===== config.mk =====
export PLATFORM = sky130hd
export DESIGN_NAME = wave_seq_ctrl
export DESIGN_NICKNAME = d
export VERILOG_FILES = /design/src/rtl/wave_seq_ctrl.sv
export SDC_FILE = /design/constraint.sdc
export NUM_CORES = 1
export LEC_CHECK = 0
export CELL_PAD_IN_SITES_DETAIL_PLACEMENT = 1
export CELL_PAD_IN_SITES_GLOBAL_PLACEMENT = 2
export CORE_ASPECT_RATIO = 0.7
export CORE_MARGIN = 1.5
export CORE_UTILIZATION = 35
export CTS_CLUSTER_SIZE = 10
export DETAILED_ROUTE_END_ITERATION = 12
export DONT_BUFFER_PORTS = 1
export GPL_TIMING_DRIVEN = 0
export PLACE_DENSITY_LB_ADDON = 0.1
export SLEW_MARGIN = 20
export SYNTH_ARGS = -nofsm -noshare
export SYNTH_HDL_FRONTEND = slang
export SYNTH_SLANG_ARGS = --single-unit

===== constraint.sdc =====
create_clock -name clk -period 4.4 [get_ports clk]
set_clock_uncertainty 0.1 [all_clocks]
set_input_delay 1.32 -clock clk [delete_from_list [all_inputs] [get_ports clk]]
set_output_delay 1.32 -clock clk [all_outputs]
set_load 0.02 [all_outputs]

===== src/rtl/wave_seq_ctrl.sv =====
// -----------------------------------------------------------------------------
// wave_seq_ctrl
//   Sequencer and output selector for the lab waveform generators
//   (sine, square, triangle, sine-square). It produces the step-rate
//   enable and the in-phase clear for the generators, and drives a
//   registered mux that picks one generator. New configuration is taken
//   through a valid/ready handshake and only takes effect on a waveform
//   period boundary, so the output never switches mid-period.
//
// Ports:
//   clk           system clock, rising edge
//   rst           asynchronous reset, active-low
//   cfg_valid     configuration offered
//   cfg_ready     configuration can be accepted
//   cfg_wave      waveform select: 0 sine, 1 square, 2 triangle, 3 sine-square
//   cfg_div       tick period minus one
//   cfg_burst     periods to play, 0 = continuous
//   start         begin playback (sampled in IDLE only)
//   stop          graceful stop request (finish the current period)
//   wave_in0..3   generator samples
//   gen_en        one-cycle step enable to the generators
//   gen_clr       one-cycle synchronous clear to the generators
//   wave_out      selected sample, registered (1 cycle latency)
//   period_done   one-cycle pulse per completed period
//   busy          high in every state except IDLE
//   o_dbg_state   current FSM state (0 IDLE, 1 LOAD, 2 RUN, 3 FINISH)
// -----------------------------------------------------------------------------
module wave_seq_ctrl #(
    parameter int DIV_W        = 16,
    parameter int BURST_W      = 8,
    parameter int PERIOD_STEPS = 402
) (
    input  logic               clk,
    input  logic               rst,
    input  logic               cfg_valid,
    output logic               cfg_ready,
    input  logic [1:0]         cfg_wave,
    input  logic [DIV_W-1:0]   cfg_div,
    input  logic [BURST_W-1:0] cfg_burst,
    input  logic               start,
    input  logic               stop,
    input  logic [7:0]         wave_in0,
    input  logic [7:0]         wave_in1,
    input  logic [7:0]         wave_in2,
    input  logic [7:0]         wave_in3,
    output logic               gen_en,
    output logic               gen_clr,
    output logic [7:0]         wave_out,
    output logic               period_done,
    output logic               busy,
    output logic [1:0]         o_dbg_state
);

    localparam int STEP_W = (PERIOD_STEPS > 2) ? $clog2(PERIOD_STEPS) : 1;
    localparam logic [STEP_W-1:0] STEP_LAST = STEP_W'(PERIOD_STEPS - 1);
    localparam logic [7:0] WAVE_REST = 8'h7F;

    localparam logic [1:0] ST_IDLE   = 2'd0;
    localparam logic [1:0] ST_LOAD   = 2'd1;
    localparam logic [1:0] ST_RUN    = 2'd2;
    localparam logic [1:0] ST_FINISH = 2'd3;

    logic [1:0]         r_state;
    logic [DIV_W-1:0]   r_div_cnt;
    logic [STEP_W-1:0]  r_step_cnt;
    logic [BURST_W-1:0] r_per_cnt;

    logic [1:0]         r_act_wave;
    logic [DIV_W-1:0]   r_act_div;
    logic [BURST_W-1:0] r_act_burst;
    logic [1:0]         r_sh_wave;
    logic [DIV_W-1:0]   r_sh_div;
    logic [BURST_W-1:0] r_sh_burst;
    logic               r_cfg_loaded;
    logic               r_pending;

    logic [7:0]         r_wave_out;
    logic               r_period_done;

    logic               w_counting;
    logic               w_xfer;
    logic               w_tick;
    logic               w_boundary;
    logic               w_burst_end;
    logic               w_next_counting;
    logic [1:0]         w_state_nxt;
    logic [7:0]         w_sel;

    // Handshake: a transfer happens on a rising edge where cfg_valid and
    // cfg_ready are both high. cfg_ready is always high in IDLE (the word goes
    // straight into the active config); elsewhere it is high only while the
    // single shadow slot is empty. The offer may be held with cfg_valid
    // high for any number of cycles while cfg_ready is low; nothing changes.
    assign cfg_ready  = (r_state == ST_IDLE) || !r_pending;
    assign w_xfer     = cfg_valid && cfg_ready;

    assign w_counting  = (r_state == ST_RUN) || (r_state == ST_FINISH);
    assign w_tick      = w_counting && (r_div_cnt == r_act_div);
    assign w_boundary  = w_tick && (r_step_cnt == STEP_LAST);
    assign w_burst_end = (r_act_burst != '0) &&
                         (({1'b0, r_per_cnt} + 1'b1) == {1'b0, r_act_burst});
    assign w_next_counting = (w_state_nxt == ST_RUN) || (w_state_nxt == ST_FINISH);

    always_comb begin
        w_sel = wave_in0;
        case (r_act_wave)
            2'd0:    w_sel = wave_in0;
            2'd1:    w_sel = wave_in1;
            2'd2:    w_sel = wave_in2;
            default: w_sel = wave_in3;
        endcase
    end

    // Boundary actions in priority order: burst complete, graceful finish,
    // pending reconfiguration, otherwise keep playing. A stop request only
    // turns RUN into FINISH when the cycle would otherwise stay in RUN, so a
    // stop that coincides with a drop to IDLE or a reload is not acted on.
    always_comb begin
        w_state_nxt = r_state;
        case (r_state)
            ST_IDLE: begin
                if (start && (r_cfg_loaded || w_xfer)) begin
                    w_state_nxt = ST_LOAD;
                end
            end
            ST_LOAD: begin
                w_state_nxt = ST_RUN;
            end
            ST_RUN, ST_FINISH: begin
                if (w_boundary) begin
                    if (w_burst_end || (r_state == ST_FINISH)) begin
                        w_state_nxt = ST_IDLE;
                    end else if (r_pending) begin
                        w_state_nxt = ST_LOAD;
                    end
                end
                if ((r_state == ST_RUN) && (w_state_nxt == ST_RUN) && stop) begin
                    w_state_nxt = ST_FINISH;
                end
            end
            default: begin
                w_state_nxt = ST_IDLE;
            end
        endcase
    end

    // State and counters
    always_ff @(posedge clk or negedge rst) begin
        if (!rst) begin
            r_state    <= ST_IDLE;
            r_div_cnt  <= '0;
            r_step_cnt <= '0;
            r_per_cnt  <= '0;
        end else begin
            r_state <= w_state_nxt;
            if (r_state == ST_LOAD) begin
                r_div_cnt  <= '0;
                r_step_cnt <= '0;
                r_per_cnt  <= '0;
            end else if (w_counting) begin
                if (w_tick) begin
                    r_div_cnt <= '0;
                    if (w_boundary) begin
                        r_step_cnt <= '0;
                        if (w_next_counting) begin
                            // plain continuation: count the period, saturating
                            if (!(&r_per_cnt)) begin
                                r_per_cnt <= r_per_cnt + 1'b1;
                            end
                        end else begin
                            r_per_cnt <= '0;
                        end
                    end else begin
                        r_step_cnt <= r_step_cnt + 1'b1;
                    end
                end else begin
                    r_div_cnt <= r_div_cnt + 1'b1;
                end
            end
        end
    end

    // Active and shadow configuration
    always_ff @(posedge clk or negedge rst) begin
        if (!rst) begin
            r_act_wave   <= '0;
            r_act_div    <= '0;
            r_act_burst  <= '0;
            r_sh_wave    <= '0;
            r_sh_div     <= '0;
            r_sh_burst   <= '0;
            r_cfg_loaded <= 1'b0;
            r_pending    <= 1'b0;
        end else begin
            if (w_xfer) begin
                if (r_state == ST_IDLE) begin
                    // a word accepted in IDLE supersedes anything still pending
                    r_act_wave   <= cfg_wave;
                    r_act_div    <= cfg_div;
                    r_act_burst  <= cfg_burst;
                    r_cfg_loaded <= 1'b1;
                    r_pending    <= 1'b0;
                end else begin
                    r_sh_wave  <= cfg_wave;
                    r_sh_div   <= cfg_div;
                    r_sh_burst <= cfg_burst;
                    r_pending  <= 1'b1;
                end
            end else if (r_pending && (w_state_nxt == ST_LOAD)) begin
                // reload either at a period boundary or at the next start
                r_act_wave  <= r_sh_wave;
                r_act_div   <= r_sh_div;
                r_act_burst <= r_sh_burst;
                r_pending   <= 1'b0;
            end
        end
    end

    // Output register: follows the selected generator only while playback
    // continues across the edge; rests at mid-scale otherwise.
    always_ff @(posedge clk or negedge rst) begin
        if (!rst) begin
            r_wave_out    <= WAVE_REST;
            r_period_done <= 1'b0;
        end else begin
            r_wave_out    <= (w_counting && w_next_counting) ? w_sel : WAVE_REST;
            r_period_done <= w_boundary;
        end
    end

    assign gen_en      = w_tick;
    assign gen_clr     = (r_state == ST_LOAD);
    assign busy        = (r_state != ST_IDLE);
    assign wave_out    = r_wave_out;
    assign period_done = r_period_done;
    assign o_dbg_state = r_state;

endmodule

-- After elaboration in Yosys (flattened, before gate mapping)
Cells that the tools add are included.
- flip-flop bits (word level): 98
- input bits: 63
- output and inout port bits: 15
- word-level logic and storage cells: 97
- $add $sub $neg: 4
- equal/unequal tests: 14
- muxes and demuxes: 34
- bitwise gates (word level): 1
- reductions and logical operators: 30
- operators by type and width (kind ; number):
    two-way mux 16 bit ; 6
    two-way mux 8 bit ; 10
    two-way mux 9 bit ; 4
    one-hot mux 8 bit (3 select lines) ; 1
    two-way mux 2 bit ; 9
    adder 16 x 1 -> 16 bit, second input constant ; 1
    == test 16 bit ; 1
    == test 2 bit, second input constant ; 6
    nonzero test 2 bit ; 5
    adder 8 x 1 -> 9 bit, second input constant ; 1
    adder 9 x 1 -> 9 bit, second input constant ; 1
    == test 9 x 8 -> 1 bit ; 1
    == test 9 bit, second input constant ; 1
    logical AND 1 bit ; 9
    adder 8 x 1 -> 8 bit, second input constant ; 1
    AND reduction 2 bit ; 4
    AND reduction 8 bit ; 1
    nonzero test 8 bit ; 1
    == test 2 x 1 -> 1 bit, second input constant ; 3
    one-hot mux 2 bit (3 select lines) ; 1
    logical OR 1 bit ; 5
    logical NOT 2 bit ; 2
    AND reduction 4 bit ; 1
    two-way mux 1 bit ; 3
    other kinds (5) ; 5

-- Longest topological paths before layout
Gate-level depths: netlist of the first run.
- word-level depth: 19
- gate-level depth with buffers: 9
- depth with buffers taken out: 8

-- Least setup slack after synthesis of the first run
No wires, ideal clock.
- path type: register to output
- start: register r_div_cnt[6]
- end: output port gen_en
- data arrival time: 1443 ps
- required time: 2980 ps
- slack: 1537 ps
- cell stages (with the launch flop): 7
- path buffers: 1
- cells stage by stage: dfrtp_1 -> buf_2 -> xnor2_1 -> nand4_1 -> nor4_4 -> nand2_1 -> inv_1
- word-level cells in the longest chain between the ends: 2
- ends and longest elaborated chain (item ; RTL line ; source):
    start, declared ; 64 ; logic [DIV_W-1:0] r_div_cnt;
    start signal, assigned ; 177 ; r_div_cnt <= r_div_cnt + 1'b1;
    == test 16 bit ; 98 ; assign w_tick = w_counting && (r_div_cnt == r_act_div);
    logical AND 1 bit ; 98 ;
    end, declared ; 46 ; output logic gen_en,
Every way passes these cells.

-- Worst setup path in the final report of the first run
- start: register r_state[0] (netlist: o_dbg_state[0])
- end: register r_sh_div[12]
- word-level cells in the longest chain between the ends: 4
- elaborated cells between the ends (all ways): 5
- classes of those cells: bitwise (1); reduce/logical (4)
- ends and longest elaborated chain (item ; RTL line ; source):
    start, declared ; 63 ; logic [1:0] r_state;
    start signal, assigned ; 155 ; r_state <= w_state_nxt;
    logical NOT 2 bit ; 94 ; assign cfg_ready = (r_state == ST_IDLE) || !r_pending;
    logical OR 1 bit ; 94 ;
    named net cfg_ready ; 36 ; output logic cfg_ready,
    logical AND 1 bit ; 95 ; assign w_xfer = cfg_valid && cfg_ready;
    AND reduction 2 bit (no line) ; - ;
    end signal, assigned ; 205 ; r_sh_div <= cfg_div;
    end, declared ; 72 ; logic [DIV_W-1:0] r_sh_div;
The timed path passes the listed nets, and every way through them passes these cells.
A chain may end at the register's enable or synchronous reset.

==> results of run 1 <==
cell usage after synthesis, types with 4 or more instances:
cell type                  count  area, µm²
sky130_fd_sc_hd__nand2b_1      7       43.8
sky130_fd_sc_hd__a21oi_1       5       25.0
sky130_fd_sc_hd__a21o_1        7       52.6
sky130_fd_sc_hd__nand4_1       9       56.3
sky130_fd_sc_hd__xnor2_1      29        254
sky130_fd_sc_hd__inv_1        12       45.0
sky130_fd_sc_hd__xor2_1        6       52.6
sky130_fd_sc_hd__nand2_1      78        293
sky130_fd_sc_hd__nand3_1      13       65.1
sky130_fd_sc_hd__nor2b_1       5       31.3
sky130_fd_sc_hd__ha_1          4       50.1
sky130_fd_sc_hd__a31oi_1      30        188
sky130_fd_sc_hd__or2_2         7       43.8
sky130_fd_sc_hd__dfrtp_1      91       2280
sky130_fd_sc_hd__nor2_1       46        173
sky130_fd_sc_hd__clkbuf_1      9       33.8
sky130_fd_sc_hd__buf_2        11       55.1
sky130_fd_sc_hd__mux2_2       26        293
sky130_fd_sc_hd__nor4_1        4       25.0
sky130_fd_sc_hd__and3_1        8       50.1
sky130_fd_sc_hd__o21ai_0      24        120
sky130_fd_sc_hd__dfstp_2       7        184
sky130_fd_sc_hd__mux4_2        8        180
sky130_fd_sc_hd__o31ai_1       5       37.5
sky130_fd_sc_hd__nor3_1        8       40.0
registers in the layout (all words and copies together), names as in the netlist:
name          cells
r_act_wave        2
r_cfg_loaded      1
r_step_cnt        9
r_div_cnt        16
o_dbg_state       2
r_sh_div         16
r_act_burst       8
r_sh_burst        8
r_act_div        16
r_per_cnt         8
r_sh_wave         2
wave_out          8
r_pending         1
period_done       1
layer usage:
metal / wire [µm] / track usage / vias up / share of wire
met5: 0 / 0 / - / 0
met4: 114 / 0.0521 / 0 / 0.0089
met3: 742 / 0.0548 / 8 / 0.058
met2: 5500 / 0.281 / 87 / 0.43
met1: 6430 / 0.251 / 1825 / 0.50
li1: - / - / 1775 / -
layout make-up:
class	count	area share
Clock buffer	10	0.0412
Multi-Input combinational cell	364	0.434
Buffer	24	0.0207
Tap cell	190	0.0428
Inverter	13	0.00879
Sequential cell	98	0.443
Clock inverter	6	0.00902
worst max path at each step:
stage,slack [ns],to,startpoint,cells past startpoint
after floorplan,1.54,gen_en,r_div_cnt[6],6
after global placement,0.57,r_sh_div[10],o_dbg_state[0],7
after detailed placement,0.55,r_sh_div[12],o_dbg_state[0],7
after CTS,0.53,r_sh_div[12],o_dbg_state[0],7
after global routing,0.35,r_sh_div[12],o_dbg_state[0],7
final,0.67,r_sh_div[12],o_dbg_state[0],7
power by group through the flow:
stage	combinational, mW	sequential, mW	clock [mW]
6_report	0.898	1.55	0.754
3_5_place_dp	0.913	1.57	0
4_1_cts	0.919	1.56	0.785
3_3_place_gp	0.890	1.56	0
2_1_floorplan	0.757	1.49	0
5_1_grt	1.03	1.60	0.816
logic make-up (layout without fill, tap and decap cells):
group | after synthesis | count (layout) | share of synthesized area
buffers and inverters | 37 | 53 | 0.0326
XOR/XNOR | 35 | 35 | 0.0609
flip-flops | 98 | 98 | 0.489
adder cells (fa/ha/maj) | 4 | 4 | 0.00994
AO/OA/AOI/OAI | 87 | 87 | 0.117
multiplexers | 35 | 35 | 0.0959
AND/OR/NAND/NOR | 203 | 203 | 0.195
==> impl_metrics.ini, run 1 <==
[routing]
route.detailed.wl_per_inst_um = 18.1
remaining_drc_errors = 0
number_of_detailed_routing_iterations_run_before_antenna_repair = 6
route.final.wire_length_um = 12800
detailroute.via_count = 3695
residual_antenna_violating_net_count_after_detailed_routing = 0
detailedRoute.firstIterationViolations = 124
average_vias_per_placed_instance = 5.24

[power_and_ir_drop]
power.density_cell_area_nw_per_um2 = 577
netSwitchingFraction = 0.343
share_comb_of_total_power = 0.281
seq_power_share = 0.484
total_power_mw = 3.20
vdd_ir_drop_max_uv = 199
power.share.clock = 0.235
p_int_mw = 2.10
static-leakage-power_nw = 2.32
switchingPower_mw = 1.10

[die]
coreArea_um2 = 14000
die_w_um = 146
initial_core_util = 0.361
core.rowCount = 36
io_pins = 78
die_height_um = 103
die_area_um2 = 15100

[sta]
fmax_ghz = 0.268
holdWs_ns = 0.402
totalNegativeSetupSlack_ns = 0
setup_repair_after_global_routing_missed_its_margin = false
report.final.setup_viol = 0
timing_max_transition_violations_final = 0
finalWorstPathRequiredPeriod_ns = 3.73
finalHoldViolCount = 0
maxSlewHeadroom = 0.472
max_slew.worst_pin.slew_ns = 0.785
min_period_over_period = 0.847
setup_ws_ns = 0.674

[hold_path]
holdCritPathClass = register to register
worst_min_delay_path_startpoint = r_cfg_loaded
hold_crit_endpoint = r_cfg_loaded
min_delay_path_depth = 1

[worst_setup_path]
regToRegSetupSlack_ns = 0.67
critical_path.slowest_cell = sky130_fd_sc_hd__dfrtp_1
crit_end_category = register
r2r_start = o_dbg_state[0]
timing.critical_path.cells = nor2_1, clkinv_1, nand2_1, nand2_1, nor2_2, buf_2, mux2_2
regToRegEndpoint = r_sh_div[12]
cp_startpoint_kind = register
crit_top_cell = sky130_fd_sc_hd__nand2_1
timing.critical_path.max_delay_family = simple AND/OR/NAND/NOR gates
timing_worst_setup_path_type = register to register
r2r_cells = 7
cpPeakStageDelay_ns = 0.53
timing.critical_path.arrival_ns = 3.86
cp_num_buf_inv = 2
cp.required_ns = 4.54
critical_path_peak_fanout = 10

[final_layout]
postLayoutCoreUtil = 0.398
area_occupied_by_multi_input_gates_um2 = 2410
final_cell_count_no_fill = 705
design_area_um2 = 5550
mostFrequentLayoutCell = sky130_fd_sc_hd__dfrtp_1
synthToLayoutAreaGrowth_pct = 10.3
filler_cell_count = 1588
drive_gt1_frac = 0.167
inserted_diodes = 0
layout.nets = 577
most-common-layout-cells = sky130_fd_sc_hd__dfrtp_1 (91), sky130_fd_sc_hd__nand2_1 (78), sky130_fd_sc_hd__nor2_1 (46), sky130_fd_sc_hd__a31oi_1 (30), sky130_fd_sc_hd__xnor2_1 (29)
layout.area.seq_um2 = 2460

[clock_tree]
cts.repair_timing.setup_buffer_count = 0
clock_sink_count = 98
tritoncts = done
worstSkewPairLatency_ns = 0.35
cts.clk_slew.worst_paths_ns = 0.07
postCtsResizedCells = 0
cts.path.max_buffers = 2
htreeDepth = 3
clock-root-buffer = sky130_fd_sc_hd__clkbuf_16
number_of_buffers_inserted_by_hold_repair_at_cts = 0
cts-buffers-inserted = 9

[global_routing]
antenna_found_initial = 0
globalRouteOverflowTotal = 0
grt_first_pass_wirelength_um = 21200
grt.total_usage = 0.183
grt_start_max_net_pins = 99
first_global_vias = 3931

[yosys]
synth_cell_types = 53
netlist_area_before_placement_um2 = 5030
flop_and_latch_count_out_of_synthesis = 98
synth.yosys.warnings = 0
netlist_instances = 499
synth_edf_count = 0
syn_area_per_cell_um2 = 10.1
share_of_flip_flops_with_an_asynchronous_set_or_reset = 1.00
postSynth.topFlopCell = sky130_fd_sc_hd__dfrtp_1
synth.net_count = 566
seq_area_frac_synth = 0.489

[placed_design]
pre_cts_ws_ns = 0.549
placedInstanceArea_um2 = 5270
place_congestion = 0.770
dp.cells = 689
place.port_buffers = 0
dpl.hpwl_um = 9400

[outcome]
outcome = completed

[run]
number_of_maximum_capacitance_constraint_violations = 0
Note: power is estimated with default switching activity, not from simulation.
==> run 2: changes to the inputs <==
clock period = 3.9 ns   (was 4.4 ns; I/O delays follow)
==> impl_metrics.ini, run 2 (synthesis results as in run 1) <==
[outcome]
outcome = completed

[run]
number_of_maximum_capacitance_constraint_violations = 0

[clock_tree]
htreeDepth = 3
number_of_buffers_inserted_by_hold_repair_at_cts = 0
clock-root-buffer = sky130_fd_sc_hd__clkbuf_16
clock_sink_count = 98
cts.clk_slew.worst_paths_ns = 0.07
tritoncts = done
cts.repair_timing.setup_buffer_count = 0
cts.path.max_buffers = 2
worstSkewPairLatency_ns = 0.35
cts-buffers-inserted = 9

[sta]
max_slew.worst_pin.slew_ns = 0.787
min_period_over_period = 0.881
timing_max_transition_violations_final = 0
setup_ws_ns = 0.464
setup_repair_after_global_routing_missed_its_margin = false
finalWorstPathRequiredPeriod_ns = 3.44
finalHoldViolCount = 0
maxSlewHeadroom = 0.470
fmax_ghz = 0.291
holdWs_ns = 0.402
report.final.setup_viol = 0
totalNegativeSetupSlack_ns = 0

[worst_setup_path]
r2r_start = o_dbg_state[0]
timing.critical_path.cells = nor2_2, clkinvlp_4, nand2_1, nand2_1, nor2_2, buf_2, mux2_2
critical_path.endpoint = r_sh_div[12]
timing.critical_path.arrival_ns = 3.58
cp.required_ns = 4.04
critical_path_peak_fanout = 10
critical_path.slowest_cell = sky130_fd_sc_hd__dfrtp_1
regToRegEndpoint = r_sh_div[12]
timing_worst_setup_path_type = register to register
r2r_cells = 7
cpPeakStageDelay_ns = 0.54
crit_end_category = register
cp_startpoint_kind = register
regToRegSetupSlack_ns = 0.46
critPathLaunch = o_dbg_state[0]

[final_layout]
final_cell_count_no_fill = 705
layout.area.seq_um2 = 2460
synthToLayoutAreaGrowth_pct = 10.4
mostFrequentLayoutCell = sky130_fd_sc_hd__dfrtp_1
inserted_diodes = 0
filler_cell_count = 1588
most-common-layout-cells = sky130_fd_sc_hd__dfrtp_1 (91), sky130_fd_sc_hd__nand2_1 (78), sky130_fd_sc_hd__nor2_1 (45), sky130_fd_sc_hd__a31oi_1 (30), sky130_fd_sc_hd__xnor2_1 (29)
layout.nets = 577
area_occupied_by_multi_input_gates_um2 = 2410
top_regs = r_act_div x16, r_div_cnt x16, r_sh_div x16
drive_gt1_frac = 0.171

[die]
die_w_um = 146
io_pins = 78
core.rowCount = 36
die_area_um2 = 15100
coreArea_um2 = 14000
die_height_um = 103
initial_core_util = 0.361

[power_and_ir_drop]
switchingPower_mw = 1.24
netSwitchingFraction = 0.343
p_int_mw = 2.37
seq_power_share = 0.484
vdd_ir_drop_max_uv = 224
share_comb_of_total_power = 0.281
static-leakage-power_nw = 2.32
power.density_cell_area_nw_per_um2 = 651
power.share.clock = 0.236

[placed_design]
place.port_buffers = 0
dpl.hpwl_um = 9400
pre_cts_ws_ns = 0.0491
place_congestion = 0.770
dp.cells = 689

[global_routing]
globalRoute.busiestLayer = met2
first_global_vias = 3931
met2_track_demand_over_resource = 0.281
globalRouteOverflowTotal = 0
grt_first_pass_wirelength_um = 21200
groute.layer.met3.usage = 0.0548
grt_start_max_net_pins = 99
antenna_found_initial = 0
grt.total_usage = 0.183
grtUsageMet1 = 0.251

[routing]
detailedRoute.firstIterationViolations = 123
route.detailed.wl_per_inst_um = 18.1
residual_antenna_violating_net_count_after_detailed_routing = 0
detailroute.via_count = 3696
route.final.wire_length_um = 12800
remaining_drc_errors = 0
number_of_detailed_routing_iterations_run_before_antenna_repair = 6
average_vias_per_placed_instance = 5.24

[hold_path]
holdCritPathClass = register to register
min_delay_path_depth = 1
## run 2: changes by cell type in the layout (fill, tap and decap cells not counted)
| cell | before | now |
|---|---|---|
| sky130_fd_sc_hd__clkinv_1 | 1 | 0 |
| sky130_fd_sc_hd__clkinvlp_4 | 2 | 3 |
| sky130_fd_sc_hd__nor2_1 | 46 | 45 |
| sky130_fd_sc_hd__nor2_2 | 1 | 2 |
## run 2: per-stage QoR
| step | util | instance area (µm²) | power [mW] |
|---|---|---|---|
| floorplan | - | 5030 | 2.53 |
| CTS | 0.398 | 5550 | 3.68 |
| finish | 0.398 | 5560 | 3.62 |
| detailed placement | 0.378 | 5270 | 2.80 |
| global placement | 0.378 | 5270 | 2.76 |
| global route | 0.398 | 5560 | 3.89 |
## run 2: critical path: cells and delay by family (launching register included)
family                 cells  cell delay (ns)
DFF                        1             0.54
muxes                      1             0.38
buffers and inverters      2             0.74
and+or+nand+nor            4             1.55
## run 2: final cells by class
type / count / share of cell area
Inverter: 13 / 0.00946
Clock inverter: 6 / 0.00900
Clock buffer: 10 / 0.0412
Multi-Input combinational cell: 364 / 0.434
Tap cell: 190 / 0.0428
Sequential cell: 98 / 0.443
Buffer: 24 / 0.0207
## run 2: power groups by stage
stage / Combinational [mW] / Sequential, mW / Clock (mW)
after floorplan: 0.854 / 1.68 / 0
after CTS: 1.04 / 1.75 / 0.885
final: 1.01 / 1.75 / 0.852
after global placement: 1.00 / 1.76 / 0
after global routing: 1.16 / 1.81 / 0.920
after detailed placement: 1.03 / 1.77 / 0
## run 2: what timing repair did
item | 4_1_cts | 5_1_grt
endpoints found under the hold margin | 0 | 0
gates resized for setup | 0 | 2
setup endpoints to repair | 0 | 20
## run 2: per-layer routing
layer	up-vias	wire length [µm]
li1	1776	-
met1	1825	6430
met2	85	5470
met3	10	757
met4	0	132
met5	-	0
## run 2: worst min-delay path by stage
stage                       from      endpoint
floorplan           r_cfg_loaded  r_cfg_loaded
CTS                          rst   period_done
detailed placement  r_cfg_loaded  r_cfg_loaded
global route                 rst  r_per_cnt[4]
finish              r_cfg_loaded  r_cfg_loaded
global placement    r_cfg_loaded  r_cfg_loaded
